--- src/rtl/udp_cmd_fifo_arb_pkg.sv ---
// -----------------------------------------------------------------------------
// udp_cmd_fifo_arb_pkg
// Shared definitions for the UDP command FIFO arbiter:
//   - state_t        : arbiter FSM state encoding
//   - LAST_BIT       : index of the last-word flag inside a command word
//   - DEF_DATA_WIDTH : default command word width (flag + 32-bit payload)
// -----------------------------------------------------------------------------
package udp_cmd_fifo_arb_pkg;

    typedef enum logic {
        ST_IDLE  = 1'b0,
        ST_BURST = 1'b1
    } state_t;

    localparam int LAST_BIT       = 32;
    localparam int DEF_DATA_WIDTH = 33;

endpackage

--- src/rtl/udp_rr_pick.sv ---
// -----------------------------------------------------------------------------
// udp_rr_pick
// Purely combinational round-robin picker. Priority starts at i_last+1 and
// wraps modulo NUM_REQ; the first requesting index in that order wins.
// Ports:
//   i_req  [NUM_REQ-1:0] : request vector
//   i_last [IDX_W-1:0]   : index of the previous owner
//   i_en                 : pick enable; o_win is all zero when low
//   o_win  [NUM_REQ-1:0] : one-hot winner (all zero if no request)
// -----------------------------------------------------------------------------
module udp_rr_pick #(
    parameter int NUM_REQ = 3,
    parameter int IDX_W   = 2
) (
    input  logic [NUM_REQ-1:0] i_req,
    input  logic [IDX_W-1:0]   i_last,
    input  logic               i_en,
    output logic [NUM_REQ-1:0] o_win
);

    logic w_found;

    // Two ascending passes: indices above the last owner first, then the
    // wrapped-around indices up to and including the last owner.
    always_comb begin
        o_win   = '0;
        w_found = 1'b0;
        if (i_en) begin
            for (int i = 0; i < NUM_REQ; i++) begin
                if (!w_found && i_req[i] && (i > int'(i_last))) begin
                    o_win[i] = 1'b1;
                    w_found  = 1'b1;
                end
            end
            for (int i = 0; i < NUM_REQ; i++) begin
                if (!w_found && i_req[i] && (i <= int'(i_last))) begin
                    o_win[i] = 1'b1;
                    w_found  = 1'b1;
                end
            end
        end
    end

endmodule

--- src/rtl/udp_cmd_fifo_arb.sv ---
// -----------------------------------------------------------------------------
// udp_cmd_fifo_arb
// Arbitrates NUM_REQ command requesters onto one command FIFO write port.
// A requester owns the port for a whole command (words until the last-word
// flag), then the grant rotates round-robin. A stalled-by-idle owner loses
// the grant after TIMEOUT consecutive idle cycles and err_timeout is raised.
// Ports:
//   clk, rst_n          : clock, asynchronous active-low reset
//   req_valid/req_data  : per-requester word valid / word (slice i = req i)
//   req_ready           : per-requester word accepted
//   fifo_wr_data/_en    : command FIFO write port
//   fifo_wr_full        : FIFO full, stalls the current burst
//   fifo_almost_full    : FIFO almost full, blocks new grants only
//   grant               : one-hot current owner, zero when idle
//   cmd_cnt             : completed command count (wraps)
//   err_timeout/err_clr : sticky timeout flag and its clear
// -----------------------------------------------------------------------------
module udp_cmd_fifo_arb
    import udp_cmd_fifo_arb_pkg::*;
#(
    parameter int NUM_REQ    = 3,
    parameter int DATA_WIDTH = DEF_DATA_WIDTH,
    parameter int TIMEOUT    = 64
) (
    input  logic                          clk,
    input  logic                          rst_n,
    input  logic [NUM_REQ-1:0]            req_valid,
    input  logic [NUM_REQ*DATA_WIDTH-1:0] req_data,
    output logic [NUM_REQ-1:0]            req_ready,
    output logic [DATA_WIDTH-1:0]         fifo_wr_data,
    output logic                          fifo_wr_en,
    input  logic                          fifo_wr_full,
    input  logic                          fifo_almost_full,
    output logic [NUM_REQ-1:0]            grant,
    output logic [15:0]                   cmd_cnt,
    output logic                          err_timeout,
    input  logic                          err_clr
);

    localparam int IDX_W = (NUM_REQ > 1) ? $clog2(NUM_REQ) : 1;
    localparam int CNT_W = $clog2(TIMEOUT + 1);

    state_t               r_state;
    logic [NUM_REQ-1:0]   r_grant;
    logic [IDX_W-1:0]     r_last_owner;
    logic [15:0]          r_cmd_cnt;
    logic                 r_err;
    logic [CNT_W-1:0]     r_to_cnt;

    state_t               w_state_nxt;
    logic [NUM_REQ-1:0]   w_grant_nxt;
    logic [IDX_W-1:0]     w_last_nxt;
    logic [15:0]          w_cmd_cnt_nxt;
    logic [CNT_W-1:0]     w_to_cnt_nxt;
    logic                 w_to_evt;

    logic [NUM_REQ-1:0]   w_win;
    logic                 w_pick_en;
    logic [IDX_W-1:0]     w_owner_idx;
    logic                 w_owner_valid;
    logic                 w_burst;
    logic                 w_xfer;

    assign w_burst   = (r_state == ST_BURST);
    assign w_pick_en = (r_state == ST_IDLE) && !fifo_almost_full;

    udp_rr_pick #(
        .NUM_REQ (NUM_REQ),
        .IDX_W   (IDX_W)
    ) u_rr_pick (
        .i_req  (req_valid),
        .i_last (r_last_owner),
        .i_en   (w_pick_en),
        .o_win  (w_win)
    );

    // Owner-side mux driven from the registered grant; with no grant every
    // term stays zero, so IDLE outputs are quiet without extra gating.
    always_comb begin
        fifo_wr_data  = '0;
        w_owner_valid = 1'b0;
        w_owner_idx   = '0;
        for (int i = 0; i < NUM_REQ; i++) begin
            if (r_grant[i]) begin
                fifo_wr_data  = req_data[i*DATA_WIDTH +: DATA_WIDTH];
                w_owner_valid = req_valid[i];
                w_owner_idx   = IDX_W'(i);
            end
        end
    end

    assign req_ready  = w_burst ? (r_grant & {NUM_REQ{~fifo_wr_full}}) : '0;
    assign fifo_wr_en = w_burst && w_owner_valid && !fifo_wr_full;
    assign w_xfer     = fifo_wr_en;

    assign grant       = r_grant;
    assign cmd_cnt     = r_cmd_cnt;
    assign err_timeout = r_err;

    always_comb begin
        w_state_nxt   = r_state;
        w_grant_nxt   = r_grant;
        w_last_nxt    = r_last_owner;
        w_cmd_cnt_nxt = r_cmd_cnt;
        w_to_cnt_nxt  = r_to_cnt;
        w_to_evt      = 1'b0;
        case (r_state)
            ST_IDLE: begin
                w_to_cnt_nxt = '0;
                if (|w_win) begin
                    w_grant_nxt = w_win;
                    w_state_nxt = ST_BURST;
                end
            end
            ST_BURST: begin
                if (w_xfer) begin
                    w_to_cnt_nxt = '0;
                    if (fifo_wr_data[LAST_BIT]) begin
                        w_state_nxt   = ST_IDLE;
                        w_grant_nxt   = '0;
                        w_last_nxt    = w_owner_idx;
                        w_cmd_cnt_nxt = r_cmd_cnt + 16'd1;
                    end
                end else if (fifo_wr_full) begin
                    // A full FIFO is not the owner's fault: restart idle count.
                    w_to_cnt_nxt = '0;
                end else if (r_to_cnt == CNT_W'(TIMEOUT - 1)) begin
                    // This is the TIMEOUT-th consecutive idle cycle.
                    w_state_nxt  = ST_IDLE;
                    w_grant_nxt  = '0;
                    w_last_nxt   = w_owner_idx;
                    w_to_cnt_nxt = '0;
                    w_to_evt     = 1'b1;
                end else begin
                    w_to_cnt_nxt = r_to_cnt + 1'b1;
                end
            end
            default: begin
                w_state_nxt = ST_IDLE;
                w_grant_nxt = '0;
            end
        endcase
    end

    always_ff @(posedge clk or negedge rst_n) begin
        if (!rst_n) begin
            r_state      <= ST_IDLE;
            r_grant      <= '0;
            r_last_owner <= IDX_W'(NUM_REQ - 1);
            r_cmd_cnt    <= '0;
            r_err        <= 1'b0;
            r_to_cnt     <= '0;
        end else begin
            r_state      <= w_state_nxt;
            r_grant      <= w_grant_nxt;
            r_last_owner <= w_last_nxt;
            r_cmd_cnt    <= w_cmd_cnt_nxt;
            r_to_cnt     <= w_to_cnt_nxt;
            // Set has priority over a simultaneous clear.
            r_err        <= w_to_evt | (r_err & ~err_clr);
        end
    end

endmodule
--- config.mk ---
export PLATFORM = sky130hd
export DESIGN_NAME = udp_cmd_fifo_arb
export DESIGN_NICKNAME = d
export VERILOG_FILES = /design/src/rtl/udp_cmd_fifo_arb_pkg.sv /design/src/rtl/udp_rr_pick.sv /design/src/rtl/udp_cmd_fifo_arb.sv
export SDC_FILE = /design/constraint.sdc
export NUM_CORES = 1
export LEC_CHECK = 0
export ABC_AREA = 1
export CAP_MARGIN = 20
export CORE_UTILIZATION = 39
export DETAILED_ROUTE_END_ITERATION = 8
export PLACE_DENSITY = 0.92
export SETUP_SLACK_MARGIN = 0.02
export SYNTH_ARGS = -nofsm -noshare
export SYNTH_HDL_FRONTEND = slang
export SYNTH_SLANG_ARGS = --single-unit
--- constraint.sdc ---
create_clock -name clk -period 2.4 [get_ports clk]
set_input_delay 0.48 -clock clk [delete_from_list [all_inputs] [get_ports clk]]
set_output_delay 0.48 -clock clk [all_outputs]
set_load 0.03 [all_outputs]
==> results.ini <==
[run_status]
run_status=completed

[setup_path]
critPathSlowestCell=dfrtp_1
crit_top_cell=buf_4
cp_cell_sequence=buf_4, buf_4, a22oi_1, o21ai_0, buf_4
end_kind=primary output
r2r_cells=10
r2r-start=grant[1]
critPathRequiredTime_ns=1.92
r2r_setup_slack_ns=0.61
start_kind=flip-flop
critPathMaxFanout=21
path_class=flip-flop to primary output
setup.worst_path.start=grant[1]
max_stage_delay_ns=0.38
worstPathArrival_ns=1.74

[cts]
cts.sinks=30
cts_hold_buf=0
cts_buffer_depth=2
clock-root-buffer=clkbuf_8
cts-resized-gates=0
htree_levels=2
numCtsBuffers=5
clk_latency_ns=0.28
cts.clk_slew.worst_paths_ns=0.06
tritoncts=done
postCtsSetupBuffers=0

[global_routing]
grt_max_degree=37
overflow=0
use_met3_pct=6.40
busiest_layer=met2
gr-usage-met1_pct=30.0
grt_pass1_vias=2852
antenna_found_initial=0
grtUsageMet2_pct=44.3
grt_pass1_wl_mm=12.6
grtUsageTotal_pct=25.1

[sta]
tightest_slew_ns=0.481
timing.fmax_mhz=451
drv_slew=0
hold_viol=0
relSlewSlack_pct=67.7
fin_tns_setup_ns=0
final.min_clock_period_ns=2.22
fin_crit_sh_pct=92.5
finalSetupViolations=0
skew_ns=0.00486
rsz0062_at_grt=false

[routing]
vias=2875
wire_per_inst_um=14.0
drtIter0Drc=141
antenna_left=0
avgViaCountPerCell=5.13
dr.pass1.iters=5
wl_mm=7.86
route.detailed.drc=0

[die]
io_pins=164
start_util_pct=41.5
die_w_um=79.7
die_area_sq_um=6360
rows=27
core_area_sq_um=5680
fp.dieH_um=79.7

[synthesis]
synth_adder_area_share_pct=1.06
synth.distinct_cells=31
synth-seq-area-share_pct=31.9
ys_seq_elements=30
synth_top_cell_by_area=dfrtp_1
syn_inst=329
yosys_warnings=0
synth.area.top_cells=dfrtp_1 31%, nand2_1 14%, a22oi_1 10%, o21ai_0 7.6%, xor2_1 5.2%
synth_compound_area_share_pct=23.0
syn_area_sq_um=2360
syn_nets=438
syn_area_per_cell_sq_um=7.16
synthMuxAreaShare_pct=0
synth-xor-area-share_pct=5.95
synth_top_area_share_pct=30.8
synth-simple-area-share_pct=28.5
synth_top_family_by_area=simple AND/OR/NAND/NOR gates

[finish]
layout_commonest_cell=clkdlybuf4s50_1
layout.nets=596
final_area_sq_um=4040
fillers=453
areaGrowthSynthToFinish_pct=71.3
most-common-layout-cells=126 x clkdlybuf4s50_1, 85 x nand2_1, 42 x buf_4
drive_gt1_share_pct=15.2
antenna_cells=0
utilization_pct=71.1
fin_cells=560

[power]
powerDensity_nw_per_um2=282
vdd_drop_max_mv=0.215
leakage_nw=1.71

[placement]
post_dp_cell_area_sq_um=3950
dp.cells=552
dp_hpwl_mm=6.33
finalWeightedCongestion=0.873
port_buffers=163

[run]
maxCapViolations=0

[worst_hold_path]
hold_depth=1
worstHoldStart=r_to_cnt[0]
hp-class=flip-flop to flip-flop

## sequential cells by signal (all words and copies together) (netlist names)
signal and count:
cmd_cnt 16, grant 3, r_last_owner 2, err_timeout 1
r_state 1, r_to_cnt 7
## final timing paths
kind	endpoint
worst max-delay path	fifo_wr_data[3]
worst min-delay path	r_to_cnt[0]
worst max register to register	cmd_cnt[3]
worst min register to register	r_to_cnt[0]
max in group asynchronous	r_last_owner[1]
min in group asynchronous	cmd_cnt[4]
## critical path, delay by kind of cell (launching register included)
| kind | cells | cell delay (ns) |
|---|---|---|
| buffers and inverters | 3 | 0.74 |
| DFF | 1 | 0.38 |
| AOI/OAI and AO/OA | 2 | 0.32 |
## Yosys cell counts (all sizes together)
cell type and instances:
a21oi 5, a22oi 32, a31oi 1, buf 7, clkbuf 11, dfrtp 29, dfstp 1, ha 2
inv 32, nand2 86, nand3 18, nand3b 1, nand4 4, nor2 29, nor3 8, nor3b 1
o21ai 45, or2 1, xnor2 2, xor2 14
## cells by family after synthesis
group / after synthesis
AOI/OAI and AO/OA: 83
buffers and inverters: 50
xor gates and xnor gates: 16
adders and majority gates: 2
DFF: 30
and+or+nand+nor: 148
## final cells by class
type,instances,area (sq um),area share [%]
Timing Repair Buffer,169,1600,39.6
Tap cell,72,90.1,2.23
Sequential cell,30,753,18.7
Inverter,32,128,3.16
Multi-Input combinational cell,249,1380,34.2
Clock buffer,8,90.1,2.23
## through the flow
stage	total power [mW]	hold slack, ns	setup WS (ns)
after floorplan	0.538	0.184	0.0390
after global placement	0.724	0.451	0.341
after global routing	1.19	0.491	0.0212
after CTS	1.15	0.472	0.124
after detailed placement	0.728	0.464	0.268
final	1.14	0.467	0.181
## layer usage
metal | share of wire, % | up-vias
met5 | 0 | -
li1 | - | 1414
met2 | 53 | 137
met1 | 38 | 1312
met4 | 1.5 | 0
met3 | 7.6 | 12
## where the power goes
part	internal (mW)	total (mW)	leakage, nW	switching [mW]
combinational	0.158	0.205	1.31	0.0479
sequential	0.510	0.513	0.359	0.00317
clock	0.234	0.419	0.0455	0.186
(Power assumes the default switching activity.)
